**config.mk**
```make
export PLATFORM = sky130hd
export DESIGN_NAME = canny_mag_sequencer
export DESIGN_NICKNAME = d
export VERILOG_FILES = /design/src/rtl/canny_mag_sequencer.sv
export SDC_FILE = /design/constraint.sdc
export NUM_CORES = 1
export LEC_CHECK = 0
export CORE_MARGIN = 4
export CORE_UTILIZATION = 55
export CTS_CLUSTER_SIZE = 30
export DETAILED_ROUTE_END_ITERATION = 12
export PLACE_DENSITY = 0.88
export SLEW_MARGIN = 0
export SYNTH_ARGS = -nofsm -noshare
export SYNTH_HDL_FRONTEND = slang
export SYNTH_SLANG_ARGS = --single-unit
```
**constraint.sdc**
```tcl
create_clock -name clk -period 2.54 [get_ports clk]
set_input_delay 0.635 -clock clk [delete_from_list [all_inputs] [get_ports clk]]
set_output_delay 0.635 -clock clk [all_outputs]
set_load 0.02 [all_outputs]
```
**src/rtl/canny_mag_sequencer.sv**
```systemverilog
// canny_mag_sequencer: frame sequencer for the canny gradient-magnitude stage.
// Issues gradient reads, tracks the magnitude pipeline latency and writes back at matching addresses.
`default_nettype none

module canny_mag_sequencer #(
    parameter int STARTADDRESS = 770,
    parameter int ENDADDRESS   = 261758,
    parameter int ADDRWIDTH    = 18,
    parameter int MAGLATENCY   = 3
) (
    input  logic                 clk,
    input  logic                 reset,
    input  logic                 startEn,
    input  logic                 stall,
    input  logic                 abort,
    output logic                 magStartEn,
    output logic                 rdEn,
    output logic [ADDRWIDTH-1:0] rdAddr,
    output logic                 wrEn,
    output logic [ADDRWIDTH-1:0] wrAddr,
    output logic                 busy,
    output logic                 done
);

    localparam int CNTW = (MAGLATENCY > 1) ? $clog2(MAGLATENCY) : 1;
    localparam logic [ADDRWIDTH-1:0] START_A    = ADDRWIDTH'(STARTADDRESS);
    localparam logic [ADDRWIDTH-1:0] END_A      = ADDRWIDTH'(ENDADDRESS);
    localparam logic [CNTW-1:0]      DRAIN_LOAD = CNTW'(MAGLATENCY - 1);

    typedef enum logic [2:0] {
        IDLE   = 3'd0,
        PRIME  = 3'd1,
        RUN    = 3'd2,
        DRAIN  = 3'd3,
        FINISH = 3'd4
    } state_t;

    state_t                 state_q, state_d;
    logic                   magStart_q, magStart_d;
    logic                   rdEn_q, rdEn_d;
    logic [ADDRWIDTH-1:0]   rdAddr_q, rdAddr_d;
    logic                   busy_q, busy_d;
    logic                   done_q, done_d;
    logic [CNTW-1:0]        cnt_q, cnt_d;
    logic                   flush_d;
    logic [MAGLATENCY-1:0][ADDRWIDTH:0] pipe_q;

    // Registered outputs are computed one cycle ahead, so state_q is the state of the visible cycle.
    always_comb begin
        state_d    = state_q;
        magStart_d = 1'b0;
        rdEn_d     = 1'b0;
        rdAddr_d   = rdAddr_q;
        busy_d     = busy_q;
        done_d     = 1'b0;
        cnt_d      = cnt_q;
        flush_d    = 1'b0;
        case (state_q)
            IDLE: begin
                if (startEn && !abort) begin
                    state_d    = PRIME;
                    magStart_d = 1'b1;
                    busy_d     = 1'b1;
                end
            end
            PRIME: begin
                state_d  = RUN;
                rdEn_d   = 1'b1;
                rdAddr_d = START_A;
            end
            RUN: begin
                if (rdEn_q && (rdAddr_q == END_A)) begin
                    state_d = DRAIN;
                    cnt_d   = DRAIN_LOAD;
                end else begin
                    rdEn_d = !stall;
                    if (rdEn_q) begin
                        rdAddr_d = rdAddr_q + ADDRWIDTH'(1);
                    end
                end
            end
            DRAIN: begin
                if (cnt_q == '0) begin
                    state_d = FINISH;
                    done_d  = 1'b1;
                end else begin
                    cnt_d = cnt_q - CNTW'(1);
                end
            end
            FINISH: begin
                state_d = IDLE;
                busy_d  = 1'b0;
            end
            default: begin
                state_d = IDLE;
                busy_d  = 1'b0;
            end
        endcase
        if (abort && (state_q != IDLE)) begin
            state_d    = IDLE;
            magStart_d = 1'b0;
            rdEn_d     = 1'b0;
            busy_d     = 1'b0;
            done_d     = 1'b0;
            flush_d    = 1'b1;
        end
    end

    always_ff @(posedge clk or negedge reset) begin
        if (!reset) begin
            state_q    <= IDLE;
            magStart_q <= 1'b0;
            rdEn_q     <= 1'b0;
            rdAddr_q   <= '0;
            busy_q     <= 1'b0;
            done_q     <= 1'b0;
            cnt_q      <= '0;
        end else begin
            state_q    <= state_d;
            magStart_q <= magStart_d;
            rdEn_q     <= rdEn_d;
            rdAddr_q   <= rdAddr_d;
            busy_q     <= busy_d;
            done_q     <= done_d;
            cnt_q      <= cnt_d;
        end
    end

    // Mirrors the enable-less magnitude datapath: shifts every cycle, stall gaps propagate as-is.
    always_ff @(posedge clk or negedge reset) begin
        if (!reset) begin
            pipe_q <= '0;
        end else if (flush_d) begin
            pipe_q <= '0;
        end else begin
            pipe_q[0] <= {rdEn_q, rdAddr_q};
            for (int i = 1; i < MAGLATENCY; i++) begin
                pipe_q[i] <= pipe_q[i-1];
            end
        end
    end

    assign magStartEn = magStart_q;
    assign rdEn       = rdEn_q;
    assign rdAddr     = rdAddr_q;
    assign wrEn       = pipe_q[MAGLATENCY-1][ADDRWIDTH];
    assign wrAddr     = pipe_q[MAGLATENCY-1][ADDRWIDTH-1:0];
    assign busy       = busy_q;
    assign done       = done_q;

endmodule

`default_nettype wire

```
Yosys cells after proc, flatten, opt, wreduce, memory -nomap -nowiden
Cells that the tools add are included.
{"block": "word_totals", "ff_bits": 84, "in_bits": 5, "output_inout_bits": 41, "wordCells": 64}
{"block": "op_classes", "addsub": 2, "eq_ne": 12, "muxes": 25, "reduce_logical": 15}
{"operator": "two-way mux 57 bit", "n": 1}
{"operator": "two-way mux 18 bit", "n": 2}
{"operator": "one-hot mux 18 bit (2 select lines)", "n": 1}
{"operator": "adder 18 x 1 -> 18 bit (second input constant)", "n": 1}
{"operator": "== test 18 bit (second input constant)", "n": 1}
{"operator": "two-way mux 3 bit", "n": 4}
{"operator": "one-hot mux 3 bit (4 select lines)", "n": 1}
{"operator": "two-way mux 1 bit", "n": 11}
{"operator": "!= test 3 bit (second input constant)", "n": 3}
{"operator": "AND reduction 3 bit", "n": 3}
{"operator": "!= test 2 bit (second input constant)", "n": 4}
{"operator": "== test 3 x 2 -> 1 bit (second input constant)", "n": 2}
{"operator": "two-way mux 2 bit", "n": 2}
{"operator": "one-hot mux 1 bit (2 select lines)", "n": 2}
{"operator": "one-hot mux 2 bit (2 select lines)", "n": 1}
{"operator": "nonzero test 2 bit", "n": 2}
{"operator": "== test 3 x 1 -> 1 bit (second input constant)", "n": 1}
{"operator": "logical AND 1 bit", "n": 3}
{"operator": "logical NOT 3 bit", "n": 1}
{"operator": "nonzero test 3 bit", "n": 1}
{"operator": "OR reduction 3 bit", "n": 1}
{"operator": "logical NOT 1 bit", "n": 2}
{"operator": "logical NOT 2 bit", "n": 1}
{"operator": "!= test 2 x 1 -> 1 bit (second input constant)", "n": 1}
{"operator": "other kinds (2)", "n": 2}

Logic depth before layout (Yosys ltp)
{"block": "depth", "depth_word": 5, "ltp_mapped": 6, "depth_no_buf": 6}

Worst setup path before layout
No wires, ideal clock.
{"block": "synth_path", "path_kind": "reg2reg", "startpoint": "register rdAddr_q[0] (netlist: rdAddr[0])", "endpoint": "register state_q[0]", "setup_time_ns": 0.095, "arrival_ns": 1.874, "required_ns": 2.445, "setup_slack_ns": 0.571, "path_stages_with_launch": 7, "n_path_buf": 0, "period_less_slack_ns": 1.969, "cell_sequence": "dfrtp_1 inv_1 ha_1 nand4b_1 or4_4 o31a_1 nor4b_2"}
{"block": "synth_between", "elab_chain_len": 4}
{"item": "start: declaration", "line": "41", "source": "logic [ADDRWIDTH-1:0] rdAddr_q, rdAddr_d;"}
{"item": "start signal: assignment", "line": "122", "source": "rdAddr_q <= rdAddr_d;"}
{"item": "== test 18 bit", "line": "72", "source": "if (rdEn_q && (rdAddr_q == END_A)) begin"}
{"item": "logical AND 1 bit", "line": "72"}
{"item": "!= test 3 bit (no line)"}
{"item": "AND reduction 3 bit (no line)"}
{"item": "end signal: assignment", "line": "119", "source": "state_q <= state_d;"}
{"item": "end: declaration", "line": "38", "source": "state_t state_q, state_d;"}
No other way between the ends.
A chain may end at the register's enable or synchronous reset.

Worst setup path in the final report
{"block": "layout_path", "startpoint": "register rdEn_q (netlist: rdEn)", "endpoint": "output port rdEn"}
{"item": "start: declaration", "line": "40", "source": "logic rdEn_q, rdEn_d;"}
{"item": "start signal: assignment", "line": "121", "source": "rdEn_q <= rdEn_d;"}
{"item": "end: declaration", "line": "17", "source": "output logic rdEn,"}
No word-level cell between the ends.

==> run summary <==
CTS root buffer - clkbuf_8
slowest CP cell - clkdlybuf4s50_1
CTS tree - done
Max stage delay on crit path - 0.70 ns
CTS Buffer Depth - 2
ranking of synthesized cells by area - dfrtp_1, and2_1, buf_4, nor2_1, nand4_1
WL final - 7.11 mm
CP Class - reg -> out
ys async rst share - 1.00
Die Y-Extent - 90.4 um
layout net count - 377
Netlist Area Pre-Place - 3730 um^2
TritonCTS buffer count - 9
# setup viols final - 0
final instance area - 4330 um^2
layout cells sized above 1 - 0.0936
Synth Area in Compound Gates - 0.103
Hold Crit Class - in -> async
Cell variety after synth - 54
# diodes - 0
hold bufs inserted after CTS - 0
fin crit period - 2.32 ns
clk slew on worst S/H paths - 0.08 ns
GR Overflow Total - 0
Buf+Inv Stages, Crit Path - 1
routability cong. - 0.901
Port Buffers - 45
Detailed Route Iter0 Violations - 136
Worst Setup End Kind - primary output
post-synthesis sequential area ratio - 0.563
CP Launch Type - flip-flop
Core Footprint - 6460 um^2
DP HPWL - 4.94 mm
area delta synth->final - 16.1%
DRT Pass-1 Iters - 4
Worst VDD drop - 0.000331 V
Synth Area in Adders - 0.0101
XOR/XNOR Fraction of Synth Area - 0
WL/cell - 15.8 um
drt via density - 5.79
cells along the critical path - clkdlybuf4s50_1
Pleak - 1.95 nW
hold_ws - 0.270 ns
Vias - 2611
vias in the first global route - 2492
worst skew pair latency - 0.36 ns
Post-DP Area - 4110 um^2
global-route wire length before repair - 12.0 mm
# resized after CTS - 0
Synthesized Nets - 354
Final Hold Fails - 0
most instantiated library cell after synthesis - dfrtp_1
Main synth FF type - dfrtp_1
simple-gate share of the synthesized area - 0.243
fin. max-slew vios - 0
PD cells - 656 nW/um^2
Fillers - 495
IO Pins - 46
Die ar. - 8170 um^2
Slew HR - 0.553
RSZ-0062 raised after global routing - false
status - complete, no violations
DRC violations left - 0
Worst-Margin Slew - 0.665 ns
setup_tns - 0 ns
largest area contributor in the netlist - dfrtp_1
syn_area_per_cell - 10.8 um^2
Initial Util - 0.578
most instantiated cells after synthesis - dfrtp_1, and2_1, buf_4, nor2_1, clkbuf_1
critical path's top delay family - buffers and inverters
chip width - 90.4 um
Tcrit/Tclk final - 0.912
post-CTS repair timing setup buffer count - 0
Max Cap Viol - 0
total clock sinks - 84
WP data arrival - 1.68 ns
initial antenna violation count - 0
maximum clock frequency - 432 MHz
pin count of the biggest net entering global routing - 58
Worst Path Max Fanout - 13
Total GRT Usage - 0.184
top-area cell type share of the netlist area - 0.563
Worst Path Required - 1.90 ns
Antenna Nets Post-Route - 0
Layout Skew - 0.00701 ns
cells after synthesis - 346
post-synthesis mux area share - 0.00570
Yosys warning count - 0
H-tree Lvls - 3
Rows - 29
main combinational cell family by area after synthesis - simple AND/OR/NAND/NOR gates
Post-synth EDFFs - 0
post-synthesis register bit count - 84
## registers in the layout (all words and copies together), names as in the netlist
signal,flops
wrAddr,18
cnt_q,2
state_q,3
wrEn,1
magStartEn,1
rdAddr,18
rdEn,1
busy,1
done,1
pipe_q,38
## stage by stage
| step | util | total power [mW] | setup slack, ns | std cells |
|---|---|---|---|---|
| final | 0.671 | 2.84 | 0.223 | 451 |
| after global routing | 0.671 | 2.97 | 0.171 | 451 |
| after CTS | 0.671 | 2.86 | 0.240 | 451 |
| after detailed placement | 0.636 | 1.82 | 0.502 | 435 |
| after global placement | 0.636 | 1.80 | 0.552 | 435 |
| after floorplan | - | 1.68 | 0.571 | 346 |
## logic make-up after synthesis
kind of cell,after synthesis
AOI/OAI and AO/OA,57
adders and majority gates,3
buffers and inverters,52
DFF,84
muxes,2
and+or+nand+nor,148
## worst paths after layout
kind	slack (ns)	depth (start not counted)	start	endpoint
min in group clk	0.45	1	pipe_q[27]	wrAddr[8]
worst min register to register	0.45	1	pipe_q[27]	wrAddr[8]
max in group asynchronous	1.67	2	reset	wrAddr[8]
worst min-delay path	0.27	1	reset	wrAddr[4]
worst max register to register	0.44	6	rdAddr[0]	rdAddr[5]
worst max-delay path	0.22	1	rdEn	rdEn
## layout by cell type, fill, tap and decap left out, types with 10 or more instances in the layout
master           instances
nand4_1                 10
buf_4                   10
dfrtp_1                 84
clkbuf_8                10
nor2_1                  19
clkdlybuf4s50_1         44
nand3_1                 10
and2_1                  60
inv_1                   10
a21oi_1                 10
## power by group
| group | switching [mW] | internal [mW] |
|---|---|---|
| Clock | 0.469 | 0.584 |
| Sequential | 0.0530 | 1.40 |
| Combinational | 0.195 | 0.138 |
| Total | 0.717 | 2.12 |
## per-layer routing
metal | wire [um] | vias to the layer above | GRT usage | part of all wire
met1 | 2930 | 1264 | 0.222 | 0.41
met3 | 440 | 18 | 0.0558 | 0.062
li1 | - | 1229 | - | -
met4 | 180 | 0 | 0.0867 | 0.025
met5 | 0 | - | 0 | 0
met2 | 3560 | 100 | 0.302 | 0.50
## cell type report
class | count | area (um^2) | share of cell area
clock buffers | 11 | 141 | 0.0326
repair buffers | 54 | 515 | 0.119
flip-flops and latches | 84 | 2100 | 0.485
inverters | 10 | 37.5 | 0.00867
well taps | 77 | 96.3 | 0.0222
clock inverters | 5 | 83.8 | 0.0194
multi-input cells | 210 | 1360 | 0.313
Note: power is estimated with default switching activity, not from simulation.
